===== config.mk =====
export PLATFORM = sky130hd
export DESIGN_NAME = hd63701_irq2_arb
export DESIGN_NICKNAME = d
export VERILOG_FILES = /design/src/rtl/hd63701_irq2_arb.sv
export SDC_FILE = /design/constraint.sdc
export NUM_CORES = 1
export LEC_CHECK = 0
export CAP_MARGIN = 20
export CORE_MARGIN = 2
export CORE_UTILIZATION = 30
export CTS_CLUSTER_SIZE = 8
export DETAILED_ROUTE_END_ITERATION = 10
export PLACE_DENSITY = 0.63
export SYNTH_ARGS = -nofsm -noshare
export SYNTH_HDL_FRONTEND = slang
export SYNTH_SLANG_ARGS = --single-unit
export TNS_END_PERCENT = 100

===== constraint.sdc =====
create_clock -name CLK -period 1.8 [get_ports CLK]
set_input_delay 0.18 -clock CLK [delete_from_list [all_inputs] [get_ports CLK]]
set_output_delay 0.18 -clock CLK [all_outputs]
set_load 0.02 [all_outputs]

===== src/rtl/hd63701_irq2_arb.sv =====
// hd63701_irq2_arb
// Fixed-priority arbiter for the on-chip IRQ2 sources (ICI > OCI > TOI > SCI).
// Turns level-type peripheral flags into one clean IRQ2 rising edge per
// service, holds a stable vector nibble until the core's vector fetch (VACK),
// then forces a low gap so a still-pending flag produces a fresh edge.
// All outputs are registered; nothing combinational reaches an output pin.

module hd63701_irq2_arb #(
  parameter int          GAP_CYC = 1,     // IRQ2-low cycles after each service (>=1)
  parameter int          TMO_CYC = 0,     // HOLD cycles before abandoning; 0 = never
  parameter logic [3:0]  V_ICI   = 4'h6,
  parameter logic [3:0]  V_OCI   = 4'h4,
  parameter logic [3:0]  V_TOI   = 4'h2,
  parameter logic [3:0]  V_SCI   = 4'h0
) (
  input  logic       CLK,
  input  logic       RSTn,
  input  logic [3:0] SRC_REQ,
  input  logic [3:0] SRC_EN,
  input  logic       VACK,
  output logic       IRQ2,
  output logic [3:0] IRQ2V,
  output logic [3:0] ISRV,
  output logic       SPUR,
  output logic       BUSY
);

  // Counter widths; a zero-width counter is not legal, so clamp to one bit.
  localparam int GW = (GAP_CYC < 1) ? 1 : $clog2(GAP_CYC + 1);
  localparam int TW = (TMO_CYC < 1) ? 1 : $clog2(TMO_CYC + 1);
  localparam logic [GW-1:0] GAP_LAST = (GAP_CYC < 1) ? '0 : GW'(GAP_CYC - 1);
  localparam logic [TW-1:0] TMO_LAST = (TMO_CYC < 1) ? '0 : TW'(TMO_CYC - 1);
  localparam bit            TMO_ON   = (TMO_CYC != 0);

  typedef enum logic [1:0] {
    S_IDLE  = 2'd0,
    S_GRANT = 2'd1,
    S_HOLD  = 2'd2,
    S_GAP   = 2'd3
  } state_t;

  state_t          state;
  logic [1:0]      gsel;
  logic [GW-1:0]   gap_cnt;
  logic [TW-1:0]   tmo_cnt;

  logic [3:0]      act;
  logic [1:0]      win_idx;
  logic [3:0]      win_vec;

  assign act = SRC_REQ & SRC_EN;

  // Priority encode the enabled flags and map the winner to its vector nibble.
  // NOTE: every variable driven here gets a default first, so no latch is inferred.
  always_comb begin
    win_idx = 2'd0;
    if (act[3])      win_idx = 2'd3;
    else if (act[2]) win_idx = 2'd2;
    else if (act[1]) win_idx = 2'd1;
    else             win_idx = 2'd0;

    win_vec = V_SCI;
    case (win_idx)
      2'd3:    win_vec = V_ICI;
      2'd2:    win_vec = V_OCI;
      2'd1:    win_vec = V_TOI;
      default: win_vec = V_SCI;
    endcase
  end

  // Arbitration FSM with registered outputs; pulses default low each cycle.
  // NOTE: sequential state uses non-blocking assignments so every register
  // samples the pre-edge values regardless of statement order.
  always_ff @(posedge CLK or negedge RSTn) begin
    if (!RSTn) begin
      state   <= S_IDLE;
      gsel    <= 2'd0;
      gap_cnt <= '0;
      tmo_cnt <= '0;
      IRQ2    <= 1'b0;
      IRQ2V   <= 4'h0;
      ISRV    <= 4'h0;
      SPUR    <= 1'b0;
      BUSY    <= 1'b0;
    end else begin
      ISRV <= 4'h0;
      SPUR <= 1'b0;

      case (state)
        S_IDLE: begin
          if (VACK) SPUR <= 1'b1;
          if (act != 4'h0) begin
            state <= S_GRANT;
            BUSY  <= 1'b1;
          end
        end

        S_GRANT: begin
          if (VACK) SPUR <= 1'b1;
          if (act != 4'h0) begin
            // Winner is chosen here and frozen for the whole service.
            gsel    <= win_idx;
            IRQ2V   <= win_vec;
            IRQ2    <= 1'b1;
            tmo_cnt <= '0;
            state   <= S_HOLD;
          end else begin
            // Request vanished before the edge was issued: nothing to serve.
            state <= S_IDLE;
            BUSY  <= 1'b0;
          end
        end

        S_HOLD: begin
          if (VACK) begin
            // Acknowledge beats a simultaneous timeout.
            ISRV    <= 4'b0001 << gsel;
            IRQ2    <= 1'b0;
            gap_cnt <= '0;
            state   <= S_GAP;
          end else if (TMO_ON && (tmo_cnt == TMO_LAST)) begin
            SPUR    <= 1'b1;
            IRQ2    <= 1'b0;
            gap_cnt <= '0;
            state   <= S_GAP;
          end else if (tmo_cnt != TMO_LAST) begin
            tmo_cnt <= tmo_cnt + 1'b1;
          end
        end

        S_GAP: begin
          if (VACK) SPUR <= 1'b1;
          if (gap_cnt == GAP_LAST) begin
            state <= S_IDLE;
            BUSY  <= 1'b0;
          end else begin
            gap_cnt <= gap_cnt + 1'b1;
          end
        end

        default: begin
          state <= S_IDLE;
          IRQ2  <= 1'b0;
          BUSY  <= 1'b0;
        end
      endcase
    end
  end

endmodule


==> flow_metrics.tcl <==
set metrics [dict create \
    finalSetupViolCount 0 \
    clkSinkCount 11 \
    hold_ws_ns 0.240 \
    synth_cell_type_count 22 \
    powerDensity_mw_per_mm2 1370 \
    fillers 149 \
    ys_ff_latch 11 \
    hp-class "in -> async" \
    rows 14 \
    dieArea_mm2 0.00199 \
    route.detailed.drc 0 \
    postPlaceCellArea_um2 694 \
    slew_violations 0 \
    viasPerCell 4.84 \
    syn_area_per_cell_um2 11.3 \
    synthToLayoutAreaGrowth_pct 45.5 \
    portBuffers 19 \
    finalClockSkew_ns 0.00565 \
    cts-buffers-inserted 3 \
    wire_per_inst_um 11.6 \
    routed_wl_um 951 \
    ir_drop_v 0.000708 \
    place_hpwl_um 763 \
    grt_pass1_wl_mm 1.77 \
    grt_start_max_net_pins 12 \
    grt_pass1_vias 427 \
    power_leakage_nw 0.300 \
    num_vias 397 \
    clkTransAtPathRegs_ns 0.07 \
    cts_tree "done" \
    critical_path_class "reg -> out" \
    synth_area_um2 495 \
    start_kind "flip-flop" \
    gp_congestion 0.742 \
    r2r_slack_ns 0.79 \
    yosysTopAreaCellShare_pct 55.6 \
    setup_tns_ns 0 \
    ys_top_cells_by_area "dfrtp_1 (56%), nor3b_2 (5.1%), o21ai_0 (5.1%)" \
    r2r_end "ISRV[1]$_DFF_PN0_" \
    hold_viol 0 \
    path_cells "clkdlybuf4s50_1" \
    cp.arrival_ns 1.34 \
    io_pins 22 \
    die_h_um 44.6 \
    path_delay_family "buffers and inverters" \
    crit_path_max_fanout 6 \
    fp.dieW_um 44.6 \
    htreeDepth 1 \
    firstDrtPassIters 4 \
    crit_path_top_delay_cell "clkdlybuf4s50_1" \
    fin_nets 78 \
    yosysWarnings 0 \
    cts_resized 0 \
    max_stage_delay_ns 0.64 \
    cap_violations 0 \
    finalCriticalPeriod_ns 1.52 \
    netlist_instances 44 \
    seq_area_frac_synth_pct 55.6 \
    overflow 0 \
    reg2regPathDepth 3 \
    drt.antenna.violating_nets 0 \
    insertion_delay_ns 0.26 \
    worstPathRequired_ns 1.62 \
    fmax_mhz 660 \
    rsz0062_at_grt "false" \
    status "finished clean" \
    fin_crit_sh_pct 84.2 \
    gr-usage-all-layers_pct 12.6 \
    post_cts_buffers 0 \
    synth_area_leader_cell "dfrtp_1" \
    critical_path.startpoint "IRQ2V[1]$_DFFE_PN0P_" \
    root_buffer "clkbuf_4" \
    crit_path_end_kind "output port" \
    drt_iter0_drc 6 \
    coreArea_mm2 0.00152 \
    crit_path_end "IRQ2V[1]" \
    final_area_um2 721 \
    cp_num_cells 1 \
    cts_buffer_depth 2 \
    reg2reg_from "state[0]$_DFFE_PN0P_" \
    antenna_found_initial 0 \
    initial_core_util_pct 32.5 \
    drive_gt1_share_pct 16.7 \
    crit_buf_inv 1 \
    num_antenna_cells 0 \
    cts_hold_buf 0 \
]
worst reg2reg max path, cell delays in order (launching register included):
cell and delay, ns:
dfrtp_1 0.45, nor2b_2 0.21, nand2_2 0.10, nor3b_2 0.17
cells in the final DEF, fill, tap and decap left out, types with 2 or more instances in the layout:
cell             Yosys  final
dfrtp_1             11     11
nand2_1              3      3
conb_1               1      2
clkdlybuf4s50_1      0     19
inv_1                3      3
o21ai_0              5      5
clkbuf_4             0      3
nor2_1               2      2
a22oi_1              2      2
nor3b_2              2      2
per-stage QoR:
stage	util [%]	std cells	power [mW]	worst slack (ns)
finish	47.3	82	0.990	0.284
global route	47.3	82	1.07	0.186
CTS	47.3	82	1.00	0.262
detailed placement	45.6	78	0.835	0.515
global placement	45.6	78	0.828	0.536
floorplan	-	45	0.643	0.892
routing by layer:
layer	part of all wire [%]	track usage (%)	vias to the layer above
li1	-	-	196
met1	42	13.1	179
met2	49	21.4	20
met3	7.5	2.45	2
met4	2.0	10.9	0
met5	0	0	-
worst min-delay path by stage:
| stage | start | endpoint | cells after the start |
|---|---|---|---|
| after detailed placement | IRQ2$_DFFE_PN0P_ | IRQ2$_DFFE_PN0P_ | 2 |
| after global routing | RSTn | SPUR$_DFF_PN0_ | 1 |
| after global placement | BUSY$_DFFE_PN0P_ | BUSY$_DFFE_PN0P_ | 1 |
| after CTS | RSTn | ISRV[3]$_DFF_PN0_ | 1 |
| after floorplan | RSTn | BUSY$_DFFE_PN0P_ | 0 |
| final | RSTn | ISRV[3]$_DFF_PN0_ | 1 |
synth_stat cells:
| cell type | instances |
|---|---|
| dfrtp_1 | 11 |
| o21ai_0 | 5 |
| inv_1 | 3 |
| nand2_1 | 3 |
| a22oi_1 | 2 |
| buf_4 | 2 |
| nor2_1 | 2 |
| nor3b_2 | 2 |
| a211oi_2 | 1 |
| a32oi_1 | 1 |
| and2_1 | 1 |
| and3_4 | 1 |
| and4_2 | 1 |
| conb_1 | 1 |
| nand2_2 | 1 |
| nand2b_2 | 1 |
| nor2b_2 | 1 |
| nor3_1 | 1 |
| o21ai_1 | 1 |
| o21bai_1 | 1 |
| o2bb2ai_1 | 1 |
| o31ai_1 | 1 |
power by group:
group	internal (mW)	switching, mW	leakage (nW)
logic	0.209	0.206	0.147
clock network	0.0856	0.0787	0.0150
registers	0.331	0.0790	0.138
total	0.625	0.364	0.300
registers in the layout, summed over array words and instances, names as in the netlist, named ones only:
register	count
ISRV	4
IRQ2V	2
IRQ2	1
BUSY	1
state	1
SPUR	1
area by class of cell:
cell class / instances / area [um^2] / area share, %
well taps: 16 / 20.0 / 2.78
clock buffers: 4 / 26.3 / 3.65
repair buffers: 19 / 190 / 26.4
multi-input cells: 29 / 198 / 27.4
inverters: 3 / 11.3 / 1.56
flip-flops and latches: 11 / 275 / 38.2
cell families (layout without fill, tap and decap cells):
group	after synthesis	after routing	synth area share, %
and+or+nand+nor	14	14	20.2
buffers and inverters	5	26	5.30
DFF	11	11	55.6
AOI/OAI and AO/OA	13	13	18.2
other	1	2	0.757
No activity file was read; power rests on OpenSTA's default activity.
